### src/rtl/video_timing_gen.sv
// Raster timing generator and pixel-fetch sequencer feeding the DVI encoder.
// Scans one fixed mode, issues fetch addresses and realigns returned RGB with the sync/DE timing.
module video_timing_gen #(
  parameter int H_ACTIVE   = 640,
  parameter int H_FP       = 16,
  parameter int H_SYNC     = 96,
  parameter int H_BP       = 48,
  parameter int V_ACTIVE   = 480,
  parameter int V_FP       = 10,
  parameter int V_SYNC     = 2,
  parameter int V_BP       = 33,
  parameter bit HS_POL     = 1'b0,
  parameter bit VS_POL     = 1'b0,
  parameter int RD_LATENCY = 2   // legal range 1..8
) (
  input  logic        pixel_clk,
  input  logic        gpuclk_rst_b,
  input  logic        enable,
  output logic        fetch_en,
  output logic [10:0] fetch_x,
  output logic [10:0] fetch_y,
  input  logic [23:0] fetch_rgb,
  output logic        hsync,
  output logic        vsync,
  output logic        blank_b,
  output logic [7:0]  pixel_r,
  output logic [7:0]  pixel_g,
  output logic [7:0]  pixel_b,
  output logic        frame_start,
  output logic        line_start
);

  localparam int H_TOTAL = H_ACTIVE + H_FP + H_SYNC + H_BP;
  localparam int V_TOTAL = V_ACTIVE + V_FP + V_SYNC + V_BP;

  localparam logic [10:0] H_ACT  = 11'(H_ACTIVE);
  localparam logic [10:0] H_LAST = 11'(H_TOTAL - 1);
  localparam logic [10:0] HS_BEG = 11'(H_ACTIVE + H_FP);
  localparam logic [10:0] HS_END = 11'(H_ACTIVE + H_FP + H_SYNC);
  localparam logic [10:0] V_ACT  = 11'(V_ACTIVE);
  localparam logic [10:0] V_LAST = 11'(V_TOTAL - 1);
  localparam logic [10:0] VS_BEG = 11'(V_ACTIVE + V_FP);
  localparam logic [10:0] VS_END = 11'(V_ACTIVE + V_FP + V_SYNC);

  // ST_ARM is the one-cycle gap between accepting enable and scanning pixel 0,0.
  typedef enum logic [1:0] {ST_IDLE, ST_ARM, ST_RUN} state_t;

  typedef struct packed {
    logic hs;
    logic vs;
    logic de;
    logic fs;
    logic ls;
  } ctl_t;

  state_t      state;
  logic [10:0] h_cnt;
  logic [10:0] v_cnt;
  logic [10:0] x_hold;
  logic [10:0] y_hold;
  logic        run;
  ctl_t        ctl_raw;
  ctl_t        ctl_tail;
  ctl_t        ctl_dly [RD_LATENCY];

  // NOTE: all sequential state uses non-blocking assignments so every register samples pre-edge values.
  always_ff @(posedge pixel_clk or negedge gpuclk_rst_b) begin
    if (!gpuclk_rst_b) begin
      state <= ST_IDLE;
      h_cnt <= '0;
      v_cnt <= '0;
    end else begin
      case (state)
        ST_IDLE: if (enable) state <= ST_ARM;
        ST_ARM:  state <= ST_RUN;
        ST_RUN: begin
          if (h_cnt == H_LAST) begin
            h_cnt <= '0;
            if (v_cnt == V_LAST) begin
              v_cnt <= '0;
              // Stopping is only possible here, so frames are never truncated.
              if (!enable) state <= ST_IDLE;
            end else begin
              v_cnt <= v_cnt + 11'd1;
            end
          end else begin
            h_cnt <= h_cnt + 11'd1;
          end
        end
        default: state <= ST_IDLE;
      endcase
    end
  end

  assign run      = (state == ST_RUN);
  assign fetch_en = run && (h_cnt < H_ACT) && (v_cnt < V_ACT);

  always_ff @(posedge pixel_clk or negedge gpuclk_rst_b) begin
    if (!gpuclk_rst_b) begin
      x_hold <= '0;
      y_hold <= '0;
    end else if (fetch_en) begin
      x_hold <= h_cnt;
      y_hold <= v_cnt;
    end
  end

  assign fetch_x = fetch_en ? h_cnt : x_hold;
  assign fetch_y = fetch_en ? v_cnt : y_hold;

  assign ctl_raw.hs = run && (h_cnt >= HS_BEG) && (h_cnt < HS_END);
  assign ctl_raw.vs = run && (v_cnt >= VS_BEG) && (v_cnt < VS_END);
  assign ctl_raw.de = fetch_en;
  assign ctl_raw.fs = fetch_en && (h_cnt == 11'd0) && (v_cnt == 11'd0);
  assign ctl_raw.ls = fetch_en && (h_cnt == 11'd0);

  // NOTE: the delay line is a handful of flops, so it is reset to idle rather than left to flush.
  always_ff @(posedge pixel_clk or negedge gpuclk_rst_b) begin
    if (!gpuclk_rst_b) begin
      for (int i = 0; i < RD_LATENCY; i++) ctl_dly[i] <= '0;
    end else begin
      ctl_dly[0] <= ctl_raw;
      for (int i = 1; i < RD_LATENCY; i++) ctl_dly[i] <= ctl_dly[i-1];
    end
  end

  assign ctl_tail = ctl_dly[RD_LATENCY-1];

  // Output register: the returned RGB for a fetch lands here on the same edge as its timing bits.
  always_ff @(posedge pixel_clk or negedge gpuclk_rst_b) begin
    if (!gpuclk_rst_b) begin
      hsync       <= ~HS_POL;
      vsync       <= ~VS_POL;
      blank_b     <= 1'b0;
      pixel_r     <= '0;
      pixel_g     <= '0;
      pixel_b     <= '0;
      frame_start <= 1'b0;
      line_start  <= 1'b0;
    end else begin
      hsync       <= ctl_tail.hs ? HS_POL : ~HS_POL;
      vsync       <= ctl_tail.vs ? VS_POL : ~VS_POL;
      blank_b     <= ctl_tail.de;
      {pixel_r, pixel_g, pixel_b} <= ctl_tail.de ? fetch_rgb : 24'h0;
      frame_start <= ctl_tail.fs;
      line_start  <= ctl_tail.ls;
    end
  end

endmodule

### config.mk
export PLATFORM = sky130hd
export DESIGN_NAME = video_timing_gen
export DESIGN_NICKNAME = d
export VERILOG_FILES = /design/src/rtl/video_timing_gen.sv
export SDC_FILE = /design/constraint.sdc
export NUM_CORES = 1
export LEC_CHECK = 0
export ABC_AREA = 1
export CAP_MARGIN = 5
export CORE_MARGIN = 2
export CORE_UTILIZATION = 55
export CTS_CLUSTER_SIZE = 40
export DETAILED_ROUTE_END_ITERATION = 6
export GPL_TIMING_DRIVEN = 0
export HOLD_SLACK_MARGIN = 0.06
export PLACE_DENSITY_LB_ADDON = 0.3
export SYNTH_ARGS = -nofsm -noshare
export SYNTH_HDL_FRONTEND = slang
export SYNTH_SLANG_ARGS = --single-unit
export TNS_END_PERCENT = 20
### constraint.sdc
create_clock -name pixel_clk -period 3.2 [get_ports pixel_clk]
set_clock_uncertainty 0.15 [all_clocks]
set_input_delay 0.8 -clock pixel_clk [delete_from_list [all_inputs] [get_ports pixel_clk]]
set_output_delay 0.8 -clock pixel_clk [all_outputs]
set_load 0.05 [all_outputs]
==> impl_metrics.json, run 1 <==
{
  "synth-edff-count": 0,
  "yosysTopAreaCell": "dfrtp_1",
  "max_cap_viol_count": 0,
  "setup_viol": 0,
  "dieHeight_um": 86.3,
  "postCtsSetupBuffers": 0,
  "synth_top_area_share": 0.557,
  "min_period_ns": 3.15,
  "grt_pass1_wl_um": 13300,
  "crit_buf_inv": 3,
  "hold_buffers": 0,
  "syn_nets": 430,
  "clock-sinks": 85,
  "synth.most_common_cell": "nand2_1",
  "fp.dieW_um": 86.3,
  "yosys-top-cells-count": "nand2_1 (103), dfrtp_1 (83), inv_1 (62)",
  "setup_slack_ns": 0.0459,
  "hold_violations": 0,
  "start_kind": "register",
  "ant_nets": 0,
  "fin_crit_sh": 0.986,
  "areaGrowthSynthToFinish_pct": 27.0,
  "diodes": 0,
  "end_kind": "output port",
  "yosysWarnings": 0,
  "cts_tree": "built",
  "rsz0062_at_grt": "yes",
  "stdcell_count": 574,
  "start_util": 0.558,
  "drt-initial-drc-count": 196,
  "wirelength_um": 8050,
  "drc": 0,
  "layout.nets": 520,
  "htreeDepth": 3,
  "timing.hold.ws_ns": 0.194,
  "postSynthCellCount": 399,
  "antenna_found_initial": 0,
  "status": "finished clean",
  "power_density_nw_per_um2": 786,
  "portBuffers": 78,
  "drive_gt1_frac": 0.188,
  "dieArea_um2": 7450,
  "track_usage": 0.229,
  "fin_total_pwr_w": 0.00372,
  "synth.distinct_cells": 31,
  "netlist_top_cells_area": "dfrtp_1 (56%), nand2_1 (10%), inv_1 (6.2%), o21ai_2 (4.2%), nand3_1 (3.5%)",
  "worst_slew_pin_slew_ns": 0.520,
  "path_class": "register to output port",
  "max_freq_ghz": 0.317,
  "dp.cells": 558,
  "dp_hpwl_um": 5960,
  "path_clk_slew_ns": 0.09,
  "cp_top_family": "buffers and inverters",
  "vias": 2931,
  "insertion_delay_ns": 0.36,
  "grt_start_max_net_pins": 61,
  "cp_max_fo": 10,
  "crit_slowest_cell": "clkdlybuf4s15_1",
  "crit_required_ns": 2.25,
  "vias_per_cell": 5.11,
  "synthArstFlopShare": 1.00,
  "slew_viol_final": 0,
  "slew_headroom": 0.652,
  "min_path_type": "primary input to asynchronous set/reset pin",
  "core_um2": 6680,
  "grt_pass1_vias": 2916,
  "crit_arrival_ns": 2.20,
  "synth-seq-cells": 85,
  "clockBufferDepth": 2,
  "num_rows": 30,
  "leakagePower_nw": 2.51,
  "ir_drop_mv": 0.314,
  "synth_area_um2": 3730,
  "max_stage_delay_ns": 0.51,
  "routedWlPerCell_um": 14.0,
  "avgSynthCellArea_um2": 9.34,
  "synth_seq_area_share": 0.571,
  "drt_first_pass_iters": 4,
  "path_cells": "nand2_1, inv_1, nor2_4, nand2_8, buf_6, o21ai_2, clkdlybuf4s15_1",
  "cts_buffers": 9,
  "root_buffer": "clkbuf_8",
  "gp_congestion": 0.865,
  "dp_slack_ns": 0.0643,
  "overflow": 0,
  "io_pins": 79,
  "dominantRegCellSynth": "dfrtp_1"
}
registers in the layout (all words and copies together), names as in the netlist:
| register | cells |
|---|---|
| y_hold | 11 |
| pixel_b | 8 |
| hsync | 1 |
| v_cnt | 11 |
| h_cnt | 11 |
| state | 2 |
| ctl_dly | 10 |
| pixel_g | 8 |
| frame_start | 1 |
| pixel_r | 8 |
| blank_b | 1 |
| x_hold | 11 |
| vsync | 1 |
| line_start | 1 |
placed cells by master (no fill, tap or decap), types with 3 or more instances in the layout:
| master | count |
|---|---|
| nor3_1 | 7 |
| nand4_1 | 9 |
| nand3_1 | 26 |
| o21ai_2 | 18 |
| clkdlybuf4s50_1 | 54 |
| o21ai_0 | 6 |
| inv_1 | 62 |
| clkinvlp_4 | 3 |
| nand2_2 | 13 |
| nand3b_1 | 4 |
| clkbuf_2 | 16 |
| dlygate4sd2_1 | 4 |
| inv_2 | 5 |
| nor2_4 | 5 |
| ha_1 | 4 |
| clkbuf_8 | 10 |
| nand2_1 | 103 |
| xor2_1 | 4 |
| nor2_2 | 3 |
| a21oi_1 | 4 |
| dfrtp_1 | 83 |
| nor2_1 | 26 |
per-layer routing:
layer | part of all wire | GRT usage
met1 | 0.44 | 0.297
met3 | 0.069 | 0.0486
met4 | 0.017 | 0.0824
met2 | 0.48 | 0.383
met5 | 0 | 0
final cells by class:
type / count / area, µm²
plain buffers: 7 / 61.3
clock buffers: 10 / 138
clock inverters: 6 / 45.0
fillers: 469 / 1950
inverters: 67 / 251
multi-input cells: 240 / 1290
flip-flops and latches: 85 / 2130
well taps: 80 / 100
repair buffers: 79 / 723
timing repair:
item / in CTS / in global routing
pin swaps: 0 / 0
endpoints found under the setup margin: 23 / 17
resized for setup: 33 / 27
logic make-up after synthesis:
family          after synthesis  share of synthesized area
simple gates                203                      0.264
flops                        85                      0.571
buf+inv                      74                     0.0839
compound gates               29                     0.0577
xor+xnor                      4                    0.00940
fa+ha+maj                     4                     0.0134
where the power goes:
part / switching (W) / total [W] / internal, W
Sequential: 0.000118 / 0.00139 / 0.00127
Combinational: 0.00115 / 0.00163 / 0.000477
Clock: 0.000397 / 0.000704 / 0.000307
Total: 0.00167 / 0.00372 / 0.00205
worst paths after layout:
check / startpoint / to / slack [ns] / cells past startpoint
max: h_cnt[9]$_DFFE_PN0P_ / fetch_x[7] / 0.05 / 7
max reg2reg: h_cnt[0]$_DFFE_PN0P_ / v_cnt[2]$_DFFE_PN0P_ / 1.55 / 7
min: gpuclk_rst_b / y_hold[10]$_DFF_PN0_ / 0.19 / 1
max in group asynchronous: gpuclk_rst_b / vsync$_DFF_PN1_ / 2.06 / 2
min reg2reg: ctl_dly[8]$_DFF_PN0_ / ctl_dly[3]$_DFF_PN0_ / 0.20 / 0
min in group pixel_clk: ctl_dly[8]$_DFF_PN0_ / ctl_dly[3]$_DFF_PN0_ / 0.20 / 0
through the flow:
| step | util | area [µm²] | TNS, ns |
|---|---|---|---|
| final | 0.709 | 4730 | 0 |
| after global routing | 0.709 | 4730 | -0.0735 |
| after CTS | 0.719 | 4800 | 0 |
| after detailed placement | 0.694 | 4630 | 0 |
| after global placement | 0.690 | 4610 | -140.80 |
| after floorplan | - | 3730 | 0 |
No activity file was read; power rests on OpenSTA's default activity.
==> inputs of run 2 (changes only) <==
--- a/config.mk
+++ b/config.mk
@@ -11,6 +11,7 @@
 export CORE_UTILIZATION = 55
 export CTS_CLUSTER_SIZE = 40
 export DETAILED_ROUTE_END_ITERATION = 6
+export GPL_ROUTABILITY_DRIVEN = 0
 export GPL_TIMING_DRIVEN = 0
 export HOLD_SLACK_MARGIN = 0.06
 export PLACE_DENSITY_LB_ADDON = 0.3
==> impl_metrics.json, run 2 (synthesis results as in run 1) <==
{
  "cp_max_fo": 10,
  "grt_pass1_wl_um": 13700,
  "clock-sinks": 85,
  "num_rows": 30,
  "grt_start_max_net_pins": 45,
  "max_freq_ghz": 0.326,
  "portBuffers": 78,
  "setup_viol": 0,
  "dp_hpwl_um": 5960,
  "hold_violations": 0,
  "cts_buffers": 9,
  "crit_slowest_cell": "dfrtp_1",
  "drive_gt1_frac": 0.188,
  "power_density_nw_per_um2": 795,
  "min_period_ns": 3.06,
  "reg2regPathDepth": 7,
  "ant_nets": 0,
  "start_kind": "register",
  "stdcell_count": 574,
  "ir_drop_mv": 0.326,
  "dp.cells": 558,
  "fp.dieW_um": 86.3,
  "slew_viol_final": 0,
  "worst_slew_pin_slew_ns": 0.550,
  "final_common_cell": "nand2_1",
  "layout.nets": 520,
  "fill_cells": 487,
  "fin_total_pwr_w": 0.00377,
  "insertion_delay_ns": 0.35,
  "wirelength_um": 8100,
  "path_class": "register to output port",
  "end_kind": "output port",
  "io_pins": 79,
  "start_util": 0.558,
  "dieHeight_um": 86.3,
  "setup_slack_ns": 0.136,
  "layout_common_cells": "nand2_1 (103), dfrtp_1 (83), inv_1 (62)",
  "slew_headroom": 0.634,
  "whs_path_depth": 0,
  "min_path_type": "register to register",
  "r2r_slack_ns": 1.46,
  "path_clk_slew_ns": 0.09,
  "track_usage": 0.237,
  "drt-initial-drc-count": 196,
  "leakagePower_nw": 2.51,
  "max_stage_delay_ns": 0.47,
  "postCtsSetupBuffers": 0,
  "antenna_found_initial": 0,
  "dieArea_um2": 7450,
  "status": "finished clean",
  "crit_start": "h_cnt[9]$_DFFE_PN0P_",
  "drc": 0,
  "dp_slack_ns": 0.101,
  "areaGrowthSynthToFinish_pct": 27.1,
  "htreeDepth": 3,
  "vias_per_cell": 5.12,
  "max_cap_viol_count": 0,
  "hold_start": "ctl_dly[6]$_DFF_PN0_",
  "clockBufferDepth": 2,
  "path_cells": "nand2_1, inv_1, nor2_4, nand2_8, buf_8, o21ai_2, clkdlybuf4s15_2",
  "vias": 2939,
  "rsz0062_at_grt": "no",
  "cts_tree": "built",
  "crit_arrival_ns": 2.11,
  "overflow": 0,
  "core_um2": 6680,
  "rr_startpoint": "h_cnt[0]$_DFFE_PN0P_",
  "fin_crit_sh": 0.958,
  "crit_required_ns": 2.25,
  "root_buffer": "clkbuf_8",
  "routedWlPerCell_um": 14.1,
  "hold_buffers": 0,
  "drt_first_pass_iters": 4,
  "diodes": 0,
  "post-route-util": 0.709,
  "grt_pass1_vias": 2920
}
## run 2: per-stage QoR
| step | hold WS, ns | TNS (ns) | area (µm²) |
|---|---|---|---|
| floorplan | 0.181 | 0 | 3730 |
| global placement | 0.181 | -142.10 | 4610 |
| detailed placement | 0.185 | 0 | 4630 |
| CTS | 0.202 | 0 | 4810 |
| global route | 0.214 | 0 | 4740 |
| finish | 0.203 | 0 | 4740 |
## run 2: layout make-up
cell class | instances | area, µm² | share of cell area
plain buffers | 7 | 61.3 | 0.0129
inverters | 67 | 251 | 0.0531
flip-flops and latches | 85 | 2130 | 0.449
repair buffers | 79 | 711 | 0.150
well taps | 80 | 100 | 0.0211
multi-input cells | 240 | 1290 | 0.271
clock buffers | 10 | 128 | 0.0269
clock inverters | 6 | 72.6 | 0.0153
## run 2: path summary, 6_finish.rpt
kind,to
worst max register to register,v_cnt[6]$_DFFE_PN0P_
max in group asynchronous,vsync$_DFF_PN1_
worst min-delay path,ctl_dly[1]$_DFF_PN0_
worst min register to register,ctl_dly[1]$_DFF_PN0_
worst max-delay path,fetch_y[3]
min in group asynchronous,pixel_b[0]$_DFF_PN0_
## run 2: metal layers
metal / share of wire / wire length [µm] / GRT usage
met1: 0.42 / 3410 / 0.312
met2: 0.49 / 3940 / 0.379
met3: 0.069 / 557 / 0.0619
met4: 0.025 / 199 / 0.0909
met5: 0 / 0 / 0
## run 2: timing repair
| item | 4_1_cts | 5_1_grt |
|---|---|---|
| gates resized for setup | 32 | 29 |
| cloned | 0 | 0 |
| setup endpoints to repair | 23 | 17 |
## run 2: worst max-delay path: cells and delay by family, from the launching register on
kind,cells,cell delay [ns]
buffers and inverters,3,0.69
and+or+nand+nor,3,0.46
AOI/OAI and AO/OA,1,0.15
DFF,1,0.47
## run 2: report_power, final
group          internal [W]  leakage [nW]  total [W]  switching [W]
logic              0.000464          1.28    0.00162        0.00115
clock network      0.000368        0.0971   0.000761       0.000393
registers           0.00127          1.14    0.00139       0.000122
